**src/rtl/fetch_pkg.sv**
```systemverilog
// Shared constants and state encoding for the instruction-fetch stage.
package fetch_pkg;

    localparam logic [1:0] PC_SEL_SEQ = 2'b00;
    localparam logic [1:0] PC_SEL_INT = 2'b10;
    localparam logic [1:0] PC_SEL_TGT = 2'b11;

    localparam logic [15:0] NOP_INSTR = 16'h0000;

    localparam int IMEM_BOOT_ADDR = 0;
    localparam int IMEM_INT_ADDR  = 2;

    typedef enum logic [2:0] {
        BOOT_HI,
        BOOT_LO,
        RUN,
        VEC_HI,
        VEC_LO
    } fetch_state_t;

endpackage

```
**src/rtl/fetch_stage_ifid_reg.sv**
```systemverilog
// IF/ID pipeline register: flush beats freeze, freeze beats bubble, bubble beats load.
module ifid_reg
    import fetch_pkg::*;
#(
    parameter int INSTR_W = 16,
    parameter int PC_W    = 32
) (
    input  logic               clk,
    input  logic               rst,
    input  logic               flush,
    input  logic               freeze,
    input  logic               bubble,
    input  logic [INSTR_W-1:0] fetch_instr,
    input  logic [PC_W-1:0]    fetch_pc,
    output logic [INSTR_W-1:0] instr,
    output logic [PC_W-1:0]    pc,
    output logic               valid
);

    logic [INSTR_W-1:0] instr_reg;
    logic [PC_W-1:0]    pc_reg;
    logic               valid_reg;

    always_ff @(posedge clk or posedge rst) begin
        if (rst) begin
            instr_reg <= INSTR_W'(NOP_INSTR);
            pc_reg    <= '0;
            valid_reg <= 1'b0;
        end else if (flush) begin
            // ifid_pc is deliberately left alone on a squash
            instr_reg <= INSTR_W'(NOP_INSTR);
            valid_reg <= 1'b0;
        end else if (freeze) begin
            instr_reg <= instr_reg;
        end else if (bubble) begin
            instr_reg <= INSTR_W'(NOP_INSTR);
            valid_reg <= 1'b0;
        end else begin
            instr_reg <= fetch_instr;
            pc_reg    <= fetch_pc;
            valid_reg <= 1'b1;
        end
    end

    assign instr = instr_reg;
    assign pc    = pc_reg;
    assign valid = valid_reg;

endmodule

```
**src/rtl/fetch_stage.sv**
```systemverilog
// Fetch stage: PC, boot vector load, split return-PC rebuild, IF/ID register.
// Define FETCH_INT_VECTOR_FROM_MEM_EN to fetch the interrupt vector from imem[2..3].
module fetch_stage
    import fetch_pkg::*;
#(
    parameter int              PC_W       = 32,
    parameter int              INSTR_W    = 16,
    parameter logic [PC_W-1:0] INT_VECTOR = 32'h0000_0002
) (
    input  logic               clk,
    input  logic               rst,
    output logic [PC_W-1:0]    imem_addr,
    input  logic [INSTR_W-1:0] imem_data,
    input  logic [1:0]         pc_sel,
    input  logic [PC_W-1:0]    target_in,
    input  logic               fetch_pc_enable,
    input  logic               freeze_cu,
    input  logic               flush_fetch,
    input  logic               pop_pc1,
    input  logic               pop_pc2,
    input  logic [INSTR_W-1:0] stack_data,
    output logic [INSTR_W-1:0] ifid_instr,
    output logic [PC_W-1:0]    ifid_pc,
    output logic               ifid_valid,
    output logic               boot_busy
);

    fetch_state_t       state_reg,  state_next;
    logic [PC_W-1:0]    pc_reg,     pc_next;
    logic [INSTR_W-1:0] vec_hi_reg, vec_hi_next;
    logic [INSTR_W-1:0] ret_hi_reg, ret_hi_next;
    logic [INSTR_W-1:0] ret_lo_reg, ret_lo_next;
    logic               got_hi_reg, got_hi_next;
    logic               got_lo_reg, got_lo_next;

    logic in_run;
    logic redirect;

    always_ff @(posedge clk or posedge rst) begin
        if (rst) begin
            state_reg  <= BOOT_HI;
            pc_reg     <= '0;
            vec_hi_reg <= '0;
            ret_hi_reg <= '0;
            ret_lo_reg <= '0;
            got_hi_reg <= 1'b0;
            got_lo_reg <= 1'b0;
        end else begin
            state_reg  <= state_next;
            pc_reg     <= pc_next;
            vec_hi_reg <= vec_hi_next;
            ret_hi_reg <= ret_hi_next;
            ret_lo_reg <= ret_lo_next;
            got_hi_reg <= got_hi_next;
            got_lo_reg <= got_lo_next;
        end
    end

    always_comb begin
        state_next  = state_reg;
        pc_next     = pc_reg;
        vec_hi_next = vec_hi_reg;
        ret_hi_next = ret_hi_reg;
        ret_lo_next = ret_lo_reg;
        got_hi_next = got_hi_reg;
        got_lo_next = got_lo_reg;
        in_run      = 1'b0;
        redirect    = 1'b0;

        case (state_reg)
            BOOT_HI: begin
                vec_hi_next = imem_data;
                pc_next     = pc_reg + PC_W'(1);
                state_next  = BOOT_LO;
            end
            BOOT_LO: begin
                pc_next    = {vec_hi_reg, imem_data};
                state_next = RUN;
            end
            RUN: begin
                in_run = 1'b1;
                if (got_hi_reg && got_lo_reg) begin
                    // A completed return load outranks everything, including an interrupt
                    redirect    = 1'b1;
                    pc_next     = {ret_hi_reg, ret_lo_reg};
                    got_hi_next = 1'b0;
                    got_lo_next = 1'b0;
                end else if (pc_sel == PC_SEL_INT) begin
                    redirect = 1'b1;
`ifdef FETCH_INT_VECTOR_FROM_MEM_EN
                    pc_next    = PC_W'(IMEM_INT_ADDR);
                    state_next = VEC_HI;
`else
                    pc_next = INT_VECTOR;
`endif
                end else if (pc_sel == PC_SEL_TGT) begin
                    redirect = 1'b1;
                    pc_next  = target_in;
                end else if (fetch_pc_enable) begin
                    pc_next = pc_reg + PC_W'(1);
                end

                if (pop_pc2) begin
                    ret_hi_next = stack_data;
                    got_hi_next = 1'b1;
                end
                if (pop_pc1) begin
                    ret_lo_next = stack_data;
                    got_lo_next = 1'b1;
                end
            end
`ifdef FETCH_INT_VECTOR_FROM_MEM_EN
            VEC_HI: begin
                vec_hi_next = imem_data;
                pc_next     = pc_reg + PC_W'(1);
                state_next  = VEC_LO;
            end
            VEC_LO: begin
                pc_next    = {vec_hi_reg, imem_data};
                state_next = RUN;
            end
`endif
            default: begin
                state_next = BOOT_HI;
            end
        endcase
    end

    assign imem_addr = pc_reg;
    assign boot_busy = (state_reg != RUN);

    // Outside RUN the register only ever takes bubbles; controls are ignored
    ifid_reg #(
        .INSTR_W(INSTR_W),
        .PC_W   (PC_W)
    ) u_ifid_reg (
        .clk        (clk),
        .rst        (rst),
        .flush      (in_run & flush_fetch),
        .freeze     (in_run & freeze_cu),
        .bubble     (~in_run | redirect | ~fetch_pc_enable),
        .fetch_instr(imem_data),
        .fetch_pc   (pc_reg + PC_W'(1)),
        .instr      (ifid_instr),
        .pc         (ifid_pc),
        .valid      (ifid_valid)
    );

endmodule

```
**config.mk**
```make
export PLATFORM = sky130hd
export DESIGN_NAME = fetch_stage
export DESIGN_NICKNAME = d
export VERILOG_FILES = /design/src/rtl/fetch_pkg.sv /design/src/rtl/fetch_stage_ifid_reg.sv /design/src/rtl/fetch_stage.sv
export SDC_FILE = /design/constraint.sdc
export NUM_CORES = 1
export LEC_CHECK = 0
export ABC_AREA = 1
export BUFFER_PORTS_ARGS = -buffer_cell sky130_fd_sc_hd__buf_2
export CELL_PAD_IN_SITES_DETAIL_PLACEMENT = 0
export CELL_PAD_IN_SITES_GLOBAL_PLACEMENT = 1
export CORE_MARGIN = 4
export CORE_UTILIZATION = 40
export DETAILED_ROUTE_END_ITERATION = 6
export MAX_ROUTING_LAYER = met4
export PLACE_DENSITY_LB_ADDON = 0.05
export SYNTH_ARGS = -nofsm -noshare
export SYNTH_HDL_FRONTEND = slang
export SYNTH_SLANG_ARGS = --single-unit
```
**constraint.sdc**
```tcl
create_clock -name clk -period 8.7 [get_ports clk]
set_input_delay 0.435 -clock clk [delete_from_list [all_inputs] [get_ports clk]]
set_output_delay 0.435 -clock clk [all_outputs]
set_load 0.01 [all_outputs]
```
==> summary.txt <==
Layout
  • Filler instances: 1830
  • Proportion of layout cells with a drive suffix above 1: 19.17%
  • Final-stage net count: 1177
  • Post-route standard cell area excluding fillers: 8559 sq um
  • Synthesis-to-finish area growth: 20.76%
  • End-of-flow core utilization: 49.32%
  • Area of the multi-input gates: 3189 sq um
  • Register area: 3328 sq um

Pwr
  • Switching power: 594.5 uW
  • Leakage power: 0.004457 uW
  • Fraction of power consumed by the clock network: 38.0%
  • Internal power: 1284 uW
  • IR Drop Worst-Case VDD: 0.0001311 V
  • Sw Share: 31.66%
  • Register share of total power: 41.7%
  • Logic pwr share: 20.4%
  • Pwr Density: 219.4 nW/um^2

STA
  • Total negative slack for setup checks: 0 ns
  • Share of the clock period used by the worst path: 35.05%
  • Maximum clock frequency: 327.9 MHz
  • Worst setup margin: 5.650 ns
  • Hold violation total from the final report: 0
  • Setup violators final: 0
  • Actual transition at the worst max-transition pin: 0.9760 ns
  • Hold slack final: 0.2497 ns
  • Setup repair after global routing missed its margin: no
  • Pins Over Slew Limit: 0
  • Max-Slew Margin vs Limit: 34.77%
  • Final clock skew: 0.006240 ns
  • Fin crit period: 3.050 ns

Synthesis
  • Main flop type after synthesis: sky130_fd_sc_hd__dfrtp_1
  • Combinational family with the most area after synthesis: simple AND/OR/NAND/NOR gates
  • Synth Area in Compound Gates: 13.54%
  • Number of enable-type register cells in the synthesized netlist: 0
  • Part of the Yosys area used for sequential elements: 46.95%
  • Proportion of synthesized area in mux cells: 0.1589%
  • Cell taking the most area after synthesis: sky130_fd_sc_hd__dfrtp_1
  • Share of flip-flops with an asynchronous set or reset: 100.0%
  • Leading post-synthesis cells by cell area: sky130_fd_sc_hd__dfrtp_1 (47%), sky130_fd_sc_hd__nand2_1 (17%), sky130_fd_sc_hd__o21ai_0 (7.2%), sky130_fd_sc_hd__inv_1 (4.9%), sky130_fd_sc_hd__nor2_1 (4.2%)
  • Number of distinct library cells after synthesis: 37
  • Post-Synthesis Cell Area: 7088 sq um
  • Synthesized-area fraction occupied by adder cells: 0.7061%
  • Portion of synthesized cell area occupied by the leading cell type: 46.95%
  • Post-synthesis instance total: 967
  • Syn. warnings: 0
  • Simple-gate area share of the yosys netlist: 28.24%
  • Most frequent cell after synthesis: sky130_fd_sc_hd__nand2_1
  • Net count after synthesis: 1044
  • FF+latch count, synth: 133
  • Post-synthesis area per instance: 7.330 sq um
  • Commonest cells in the netlist: sky130_fd_sc_hd__nand2_1 (325), sky130_fd_sc_hd__dfrtp_1 (133), sky130_fd_sc_hd__o21ai_0 (102)
  • Xor and xnor fraction of the mapped netlist area: 2.348%

GRT
  • Global-route wire length before repair: 36360 um
  • Initial antenna violation count: 1
  • Pin count of the biggest net entering global routing: 65
  • Via count of the first global-routing pass: 6447
  • Remaining global-route overflow: 0
  • Global router's overall resource usage: 24.33%

Critical path
  • Maximum fanout along the worst path: 37
  • Element type at the critical path end: flop
  • Timing startpoint of the critical path: got_hi_reg
  • Origin of the critical flop-to-flop path: got_hi_reg
  • Worst endpoint data arrival time: 3.41 ns
  • R2r setup slk: 5.65 ns
  • Data required time at the worst endpoint: 9.06 ns
  • Startpoint kind of the worst setup timing path: flop
  • Setup CP Type: reg -> reg

Route
  • Number of detailed-route iterations in the first pass: 5
  • Total number of vias: 6693
  • Detailed router's first-iteration violation count: 412
  • Routed wire per std cell: 17.44 um
  • Detail-routed via count per cell: 5.006
  • Routed Antenna Nets: 0
  • DRC viols: 0
  • Wire length after detailed routing: 23310 um

Place
  • Worst setup slack after placement: 5.658 ns
  • DP Area: 7973 sq um
  • Weighted congestion reported at the end of routability-driven placement: 0.8834
  • HPWL after DPL: 17530 um
  • Number of port buffers: 154

Clocking
  • Cells resized by post-CTS repair: 0
  • Clock latency at the later pin of the worst-skew pair: 0.42 ns
  • Clock Sinks: 133
  • TritonCTS buffer count: 17
  • Number of levels in the clock H-tree: 4
  • CTS tree: yes
  • Clock root cell: sky130_fd_sc_hd__clkbuf_16
  • Clk slew on worst S/H paths: 0.06 ns
  • Number of buffers on the longest clock path: 2

Floorplanning
  • Die boundary height: 141.1 um
  • Area of the core: 17360 sq um
  • # rows: 48
  • Initial core utilization: 40.84%
  • Number of primary I/O pins: 155
  • Die Wd: 141.1 um
  • Die Outline Area: 19910 sq um

Outcome
  • Status: finished clean

Min path
  • Worst hold start: imem_data[11]
  • Type of the most critical hold path: in -> reg

Flow run
  • Number of maximum-capacitance violations: 0
==> cell usage in the layout, fill, tap and decap left out, types with 5 or more instances in the layout <==
cell type	synthesis	layout
sky130_fd_sc_hd__xnor2_1	5	5
sky130_fd_sc_hd__xor2_1	14	14
sky130_fd_sc_hd__o22ai_1	10	10
sky130_fd_sc_hd__dfrtp_1	133	133
sky130_fd_sc_hd__buf_4	4	5
sky130_fd_sc_hd__nand2_1	325	325
sky130_fd_sc_hd__nand3_1	53	53
sky130_fd_sc_hd__a22oi_1	5	5
sky130_fd_sc_hd__nor2_4	5	5
sky130_fd_sc_hd__clkbuf_16	0	17
sky130_fd_sc_hd__nor3_1	6	6
sky130_fd_sc_hd__o21ai_0	102	102
sky130_fd_sc_hd__a21oi_1	50	50
sky130_fd_sc_hd__nor2_1	79	79
sky130_fd_sc_hd__buf_2	16	154
sky130_fd_sc_hd__inv_1	93	92
==> final cells by class <==
type,count,area share [%]
Sequential cell,133,38.88
Multi-Input combinational cell,692,37.26
Clock buffer,21,5.496
Timing Repair Buffer,160,9.560
Clock inverter,9,1.213
Inverter,96,4.268
Antenna cell,1,0.02924
Tap cell,225,3.289
==> metrics by stage <==
step                std cells  power, uW
floorplan                 967      998.6
global placement         1305       1173
detailed placement       1305       1177
CTS                      1336       1893
global route             1337       1976
finish                   1337       1878
==> power groups by stage <==
| stage | combinational [uW] | sequential (uW) | clock, uW |
|---|---|---|---|
| 2_1_floorplan | 192 | 807 | 0 |
| 3_3_place_gp | 381 | 792 | 0 |
| 3_5_place_dp | 383 | 794 | 0 |
| 4_1_cts | 385 | 783 | 725 |
| 5_1_grt | 428 | 796 | 752 |
| 6_report | 382 | 783 | 713 |
==> final timing paths <==
path                                      to  depth (start not counted)
max reg2reg                    imem_addr[14]                         11
max                            imem_addr[14]                         11
max in group asynchronous     ret_hi_reg[15]                          5
min in group asynchronous   u_ifid_reg.pc[0]                          3
min reg2reg                u_ifid_reg.pc[22]                          2
min                           vec_hi_reg[11]                          3
==> timing repair <==
action / in CTS / in global routing
endpoints found under the hold margin: 8 / 0
buffers inserted: 0 / 0
hold buffers: 1 / 0
==> cells by family after synthesis <==
family | Yosys count
AO/OA/AOI/OAI | 181
XOR/XNOR | 19
flip-flops | 133
AND/OR/NAND/NOR | 487
buffers and inverters | 142
multiplexers | 1
adder cells (fa/ha/maj) | 4
==> worst max-delay path, stage by stage (launching register included) <==
cell and delay (ns):
sky130_fd_sc_hd__dfrtp_1 0.39, sky130_fd_sc_hd__nand2_2 0.37, sky130_fd_sc_hd__inv_2 0.37, sky130_fd_sc_hd__nor2_4 0.37, sky130_fd_sc_hd__inv_1 0.11, sky130_fd_sc_hd__o21ai_2 0.14
sky130_fd_sc_hd__nand2_2 0.37, sky130_fd_sc_hd__inv_4 0.48, sky130_fd_sc_hd__a21oi_1 0.08, sky130_fd_sc_hd__o21ai_1 0.10, sky130_fd_sc_hd__o21ai_0 0.10, sky130_fd_sc_hd__inv_1 0.08
==> metal layers <==
layer	vias up	GRT usage (%)	share of wire (%)	wire length, um
li1	3339	-	-	-
met1	3133	33.28	47	10890
met2	198	37.85	47	10900
met3	23	3.731	5.0	1166
met4	0	6.680	1.6	363
met5	-	-	0	0
No activity file was read; power rests on OpenSTA's default activity.
